### config.mk
export PLATFORM = sky130hd
export DESIGN_NAME = bit_serial_addsub_ctrl_flat
export DESIGN_NICKNAME = d
export VERILOG_FILES = /design/src/rtl/bit_serial_addsub_ctrl_if.sv /design/src/rtl/bit_serial_addsub_ctrl.sv /design/src/flat_wrapper.sv
export SDC_FILE = /design/constraint.sdc
export NUM_CORES = 1
export LEC_CHECK = 0
export BUFFER_PORTS_ARGS = -buffer_cell sky130_fd_sc_hd__buf_4
export CAP_MARGIN = 10
export CELL_PAD_IN_SITES_DETAIL_PLACEMENT = 1
export CELL_PAD_IN_SITES_GLOBAL_PLACEMENT = 1
export CORE_UTILIZATION = 41
export CTS_CLUSTER_DIAMETER = 200
export DETAILED_ROUTE_END_ITERATION = 8
export GPL_TIMING_DRIVEN = 0
export PLACE_DENSITY_LB_ADDON = 0.1
export SETUP_SLACK_MARGIN = 0.02
export SLEW_MARGIN = 5
export SYNTH_ARGS = -nofsm -noshare
export SYNTH_HDL_FRONTEND = slang
export SYNTH_SLANG_ARGS = --single-unit
### constraint.sdc
create_clock -name clk -period 1.6 [get_ports clk]
set_input_delay 0.08 -clock clk [delete_from_list [all_inputs] [get_ports clk]]
set_output_delay 0.08 -clock clk [all_outputs]
set_load 0.01 [all_outputs]
### src/rtl/bit_serial_addsub_ctrl_if.sv
// Request/response bundle between a controller and the bit-serial add/sub sequencer.
interface bit_serial_addsub_ctrl_if #(
  parameter int WIDTH = 8
);
  logic             start;
  logic             op;
  logic [WIDTH-1:0] a;
  logic [WIDTH-1:0] b;
  logic             busy;
  logic             done;
  logic [WIDTH-1:0] result;
  logic             carry_out;
  logic             overflow;

  modport master (
    output start, op, a, b,
    input  busy, done, result, carry_out, overflow
  );

  modport slave (
    input  start, op, a, b,
    output busy, done, result, carry_out, overflow
  );
endinterface

### src/rtl/bit_serial_addsub_ctrl.sv
// Bit-serial WIDTH-bit adder/subtractor: one shared 1-bit cell, LSB first,
// carry/borrow held in a flop between bits.
module bit_serial_addsub_cell (
  input  logic a,
  input  logic b,
  input  logic c,
  input  logic sub,
  output logic s,
  output logic c_next
);
  always_comb begin
    s = a ^ b ^ c;
    if (sub) c_next = (~a & b) | (~(a ^ b) & c);
    else     c_next = (a & b) | (a & c) | (b & c);
  end
endmodule

module bit_serial_addsub_ctrl #(
  parameter int WIDTH = 8
) (
  input logic                    clk,
  input logic                    rst_n,
  bit_serial_addsub_ctrl_if.slave bus
);
  localparam int CW = (WIDTH > 1) ? $clog2(WIDTH) : 1;

  typedef enum logic [1:0] {IDLE, RUN, DONE} state_t;

  state_t           state;
  logic [WIDTH-1:0] a_sh;
  logic [WIDTH-1:0] b_sh;
  logic [WIDTH-1:0] result_q;
  logic [CW-1:0]    cnt;
  logic             op_q;
  logic             c_q;
  logic             busy_q;
  logic             done_q;
  logic             carry_q;
  logic             ovf_q;
  logic             sum;
  logic             c_nxt;
  logic             last;
  logic             ovf_nxt;
  logic [WIDTH-1:0] result_shift;

  bit_serial_addsub_cell u_cell (
    .a      (a_sh[0]),
    .b      (b_sh[0]),
    .c      (c_q),
    .sub    (op_q),
    .s      (sum),
    .c_next (c_nxt)
  );

  // On the last bit, bit 0 of the operand shifters holds the original MSBs.
  always_comb begin
    last         = (cnt == CW'(WIDTH - 1));
    result_shift = WIDTH'({sum, result_q} >> 1);
    if (op_q) ovf_nxt = (a_sh[0] != b_sh[0]) && (sum != a_sh[0]);
    else      ovf_nxt = (a_sh[0] == b_sh[0]) && (sum != a_sh[0]);
  end

  always_ff @(posedge clk or negedge rst_n) begin
    if (!rst_n) begin
      state    <= IDLE;
      a_sh     <= '0;
      b_sh     <= '0;
      result_q <= '0;
      cnt      <= '0;
      op_q     <= 1'b0;
      c_q      <= 1'b0;
      busy_q   <= 1'b0;
      done_q   <= 1'b0;
      carry_q  <= 1'b0;
      ovf_q    <= 1'b0;
    end else begin
      case (state)
        RUN: begin
          a_sh     <= a_sh >> 1;
          b_sh     <= b_sh >> 1;
          c_q      <= c_nxt;
          result_q <= result_shift;
          cnt      <= cnt + 1'b1;
          if (last) begin
            carry_q <= c_nxt;
            ovf_q   <= ovf_nxt;
            busy_q  <= 1'b0;
            done_q  <= 1'b1;
            state   <= DONE;
          end
        end
        default: begin
          // IDLE and DONE both accept; done always drops after one cycle.
          done_q <= 1'b0;
          if (bus.start) begin
            a_sh   <= bus.a;
            b_sh   <= bus.b;
            op_q   <= bus.op;
            c_q    <= 1'b0;
            cnt    <= '0;
            busy_q <= 1'b1;
            state  <= RUN;
          end else begin
            state <= IDLE;
          end
        end
      endcase
    end
  end

  assign bus.busy      = busy_q;
  assign bus.done      = done_q;
  assign bus.result    = result_q;
  assign bus.carry_out = carry_q;
  assign bus.overflow  = ovf_q;
endmodule

### src/flat_wrapper.sv
// flat-port wrapper written by rule: the top's interface ports become plain ports
module bit_serial_addsub_ctrl_flat 
#(
  parameter int WIDTH = 8
)
  (clk, rst_n, bus_start, bus_op, bus_a, bus_b, bus_busy, bus_done, bus_result, bus_carry_out, bus_overflow);
  bit_serial_addsub_ctrl_if #(.WIDTH(WIDTH)) bus_i ();
  input logic clk;
  input logic rst_n;
  input wire logic [$bits(bus_i.start)-1:0] bus_start;
  input wire logic [$bits(bus_i.op)-1:0] bus_op;
  input wire logic [$bits(bus_i.a)-1:0] bus_a;
  input wire logic [$bits(bus_i.b)-1:0] bus_b;
  output wire logic [$bits(bus_i.busy)-1:0] bus_busy;
  output wire logic [$bits(bus_i.done)-1:0] bus_done;
  output wire logic [$bits(bus_i.result)-1:0] bus_result;
  output wire logic [$bits(bus_i.carry_out)-1:0] bus_carry_out;
  output wire logic [$bits(bus_i.overflow)-1:0] bus_overflow;
  assign bus_i.start = bus_start;
  assign bus_i.op = bus_op;
  assign bus_i.a = bus_a;
  assign bus_i.b = bus_b;
  assign bus_busy = bus_i.busy;
  assign bus_done = bus_i.done;
  assign bus_result = bus_i.result;
  assign bus_carry_out = bus_i.carry_out;
  assign bus_overflow = bus_i.overflow;
  bit_serial_addsub_ctrl #(.WIDTH(WIDTH)) u_core (.clk(clk), .rst_n(rst_n), .bus(bus_i));
endmodule
==> impl_metrics.env <==
export IMPL_crit_path_start_kind="flip-flop"
export IMPL_clk_latency_ps=280
export IMPL_gp_congestion=0.803
export IMPL_synth_seq_cells=34
export IMPL_crit_fanout=5
export IMPL_dp_hpwl_mm=2.34
export IMPL_synth_compound_area_share_pct=7.04
export IMPL_whs_path_depth=2
export IMPL_clkSinkCount=34
export IMPL_drcViolationCount=0
export IMPL_drtAntennaViolNets=0
export IMPL_synth_top_family_by_area="simple AND/OR/NAND/NOR gates"
export IMPL_via_per_inst=4.88
export IMPL_io_pins=32
export IMPL_synthAdderAreaFrac_pct=5.08
export IMPL_avgSynthCellArea_sq_um=10.4
export IMPL_hold_path_endpoint="u_core.op_q$_DFFE_PN0P_"
export IMPL_clk_pin_slew_ps=70
export IMPL_r2r_start="u_core.a_sh[0]$_DFFE_PN0P_"
export IMPL_synthCells=147
export IMPL_hold_viol=0
export IMPL_fin_tns_setup_ps=0
export IMPL_drtPass1Iterations=3
export IMPL_ys_seq_area_share_pct=55.7
export IMPL_period_minus_slack_ps=1460
export IMPL_synth_cell_types=21
export IMPL_routedWlPerCell_um=13.7
export IMPL_dieArea_sq_um=3970
export IMPL_ctsHoldBuffers=1
export IMPL_clockPowerShare_pct=17.4
export IMPL_slew_limit_headroom_pct=71.3
export IMPL_drt_wl_total_mm=3.20
export IMPL_required_ps=1790
export IMPL_die_y_um=63.0
export IMPL_tritoncts="yes"
export IMPL_seq_power_share_pct=41.2
export IMPL_placement_io_buffers=31
export IMPL_p_switching_uw=1370
export IMPL_cts_resized=0
export IMPL_yosys_area_share_simple_pct=14.6
export IMPL_critPathTopFamily="adder cells"
export IMPL_rr_worst_depth=3
export IMPL_async_reset_ff_share_pct=100
export IMPL_coreArea_sq_um=3440
export IMPL_syn2layout_area_growth_pct=25.6
export IMPL_drt_iter0_markers=20
export IMPL_cts_setup_buffers=0
export IMPL_synth_edff_count=0
export IMPL_fp_row_count=21
export IMPL_r2r_slack_ps=140
export IMPL_run_status="finished, final reports clean"
export IMPL_slew_viol_final=0
export IMPL_synth_flop_cell="dfrtp_1"
export IMPL_switching_share_pct=37.5
export IMPL_arrival_ps=1650
export IMPL_grt_antenna_before_repair=0
export IMPL_die_width_um=63.0
export IMPL_initial_core_util_pct=44.4
export IMPL_path_cells="fa_1 > xnor2_1 > o31ai_1"
export IMPL_synth_area_sq_um=1530
export IMPL_cp_slowest_cell="fa_1"
export IMPL_cts_root_buf="clkbuf_8"
export IMPL_fin_nets=211
export IMPL_p_int_uw=2290
export IMPL_worst_hold_path_type="in2reg"
export IMPL_dr_total_vias=1136
export IMPL_ys_warnings_count=0
export IMPL_setup_violations=0
export IMPL_grt_total_usage_pct=19.1
export IMPL_skew_ps=3.05
export IMPL_post_route_util_pct=55.8
export IMPL_ctsHtreeMaxLevel=2
export IMPL_max_freq_mhz=684
export IMPL_layout_commonest_cell="nand2_1"
export IMPL_grt_pass1_vias=1241
export IMPL_cts_buffer_depth=2
export IMPL_power_uw=3660
export IMPL_worst_setup_path_type="reg2reg"
export IMPL_worstMarginPinSlew_ps=430
export IMPL_grt_max_degree=35
export IMPL_cp_buffers_inverters=0
export IMPL_synthMuxAreaShare_pct=12.0
export IMPL_max_cap_violations=0
export IMPL_finalCritPeriodShare_pct=91.4
export IMPL_r2r_end="u_core.bus.overflow$_DFFE_PN0P_"
export IMPL_grt_pass1_wl_mm=5.77
export IMPL_numCtsBuffers=5
export IMPL_rsz0062_at_grt="no"
export IMPL_antenna_cells=0
export IMPL_powerDensity_nw_per_um2=1910
export IMPL_min_delay_start="bus_op"
export IMPL_ir_drop_uv=788
export IMPL_final_cell_mix="nand2_1, buf_4, dfrtp_1"
export IMPL_pwr_share_comb_pct=41.4
export IMPL_syn_num_nets=172
export IMPL_endpoint_kind="flip-flop"
export IMPL_grt_remaining_overflow=0
export IMPL_synth_xor_area_share_pct=1.15
export IMPL_final_layout_size_suffix_gt1_share_pct=25.1
export IMPL_slowest_delay_ps=540
export IMPL_cellLeakagePower_uw=0.000986
==> cells by family after synthesis <==
logic type,after synthesis
flops,34
simple gates,55
mux,18
xor+xnor,2
compound gates,21
buf+inv,12
fa+ha+maj,5
==> flip-flops by register name, summed over array words and instances, names as in the netlist <==
name                  cells
u_core.op_q               1
u_core.bus.busy           1
u_core.bus.overflow       1
u_core.a_sh               8
u_core.bus.result         8
u_core.b_sh               8
u_core.bus.done           1
u_core.state              1
u_core.c_q                1
u_core.bus.carry_out      1
u_core.cnt                3
==> power groups by stage <==
stage	Sequential, uW	Clock, uW	Combinational (uW)
after floorplan	1520	0	974
after global placement	1490	0	1480
after detailed placement	1530	0	1540
after CTS	1510	669	1550
after global routing	1560	705	1740
final	1510	638	1520
==> cell type report <==
class	count	area [sq um]
sequential	34	851
timing repair buffer	32	243
buffer	8	53.8
multi-input combinational	101	608
fill	407	1520
clock buffer	7	86.3
inverter	4	15.0
clock inverter	1	5.00
tap	46	57.6
==> stage by stage <==
stage	hold slack (ps)	setup slack [ps]	cell area, sq um	std cells
2_1_floorplan	-216	219	1530	147
3_3_place_gp	49.6	153	1820	224
3_5_place_dp	54.4	148	1820	224
4_1_cts	8.42	128	1920	233
5_1_grt	7.66	50.4	1920	233
6_report	14.4	137	1920	233
==> metal layers <==
metal | up-vias | part of all wire (%) | wire length (um) | global-route usage (%)
met1 | 558 | 45 | 1450 | 23.3
met2 | 24 | 50 | 1620 | 32.5
met4 | 0 | 0.44 | 14 | 5.23
li1 | 552 | - | - | -
met5 | - | 0 | 0 | 0
met3 | 2 | 3.8 | 120 | 5.47
==> synthesized netlist by cell type (3+ instances only) <==
| library cell | instances | share of area (%) |
|---|---|---|
| buf_4 | 3 | 1.5 |
| dfrtp_1 | 34 | 56 |
| o21ai_0 | 3 | 0.98 |
| buf_2 | 4 | 1.3 |
| ha_1 | 3 | 2.5 |
| nor2_1 | 5 | 1.2 |
| mux2i_1 | 16 | 10 |
| nand2_1 | 44 | 11 |
| nand2b_1 | 3 | 1.2 |
| inv_1 | 4 | 0.98 |
| o21ai_1 | 16 | 5.2 |
==> how the worst max path moves through the flow <==
stage          slack (ps)  cells after the start                  startpoint                         endpoint
2_1_floorplan         220                      3  u_core.a_sh[0]$_DFFE_PN0P_  u_core.bus.overflow$_DFFE_PN0P_
3_3_place_gp          150                      3  u_core.a_sh[0]$_DFFE_PN0P_  u_core.bus.overflow$_DFFE_PN0P_
3_5_place_dp          150                      3  u_core.a_sh[0]$_DFFE_PN0P_  u_core.bus.overflow$_DFFE_PN0P_
4_1_cts               130                      3  u_core.a_sh[0]$_DFFE_PN0P_  u_core.bus.overflow$_DFFE_PN0P_
5_1_grt                50                      4  u_core.b_sh[0]$_DFFE_PN0P_  u_core.bus.overflow$_DFFE_PN0P_
6_report              140                      3  u_core.a_sh[0]$_DFFE_PN0P_  u_core.bus.overflow$_DFFE_PN0P_
Note: power is estimated with default switching activity, not from simulation.
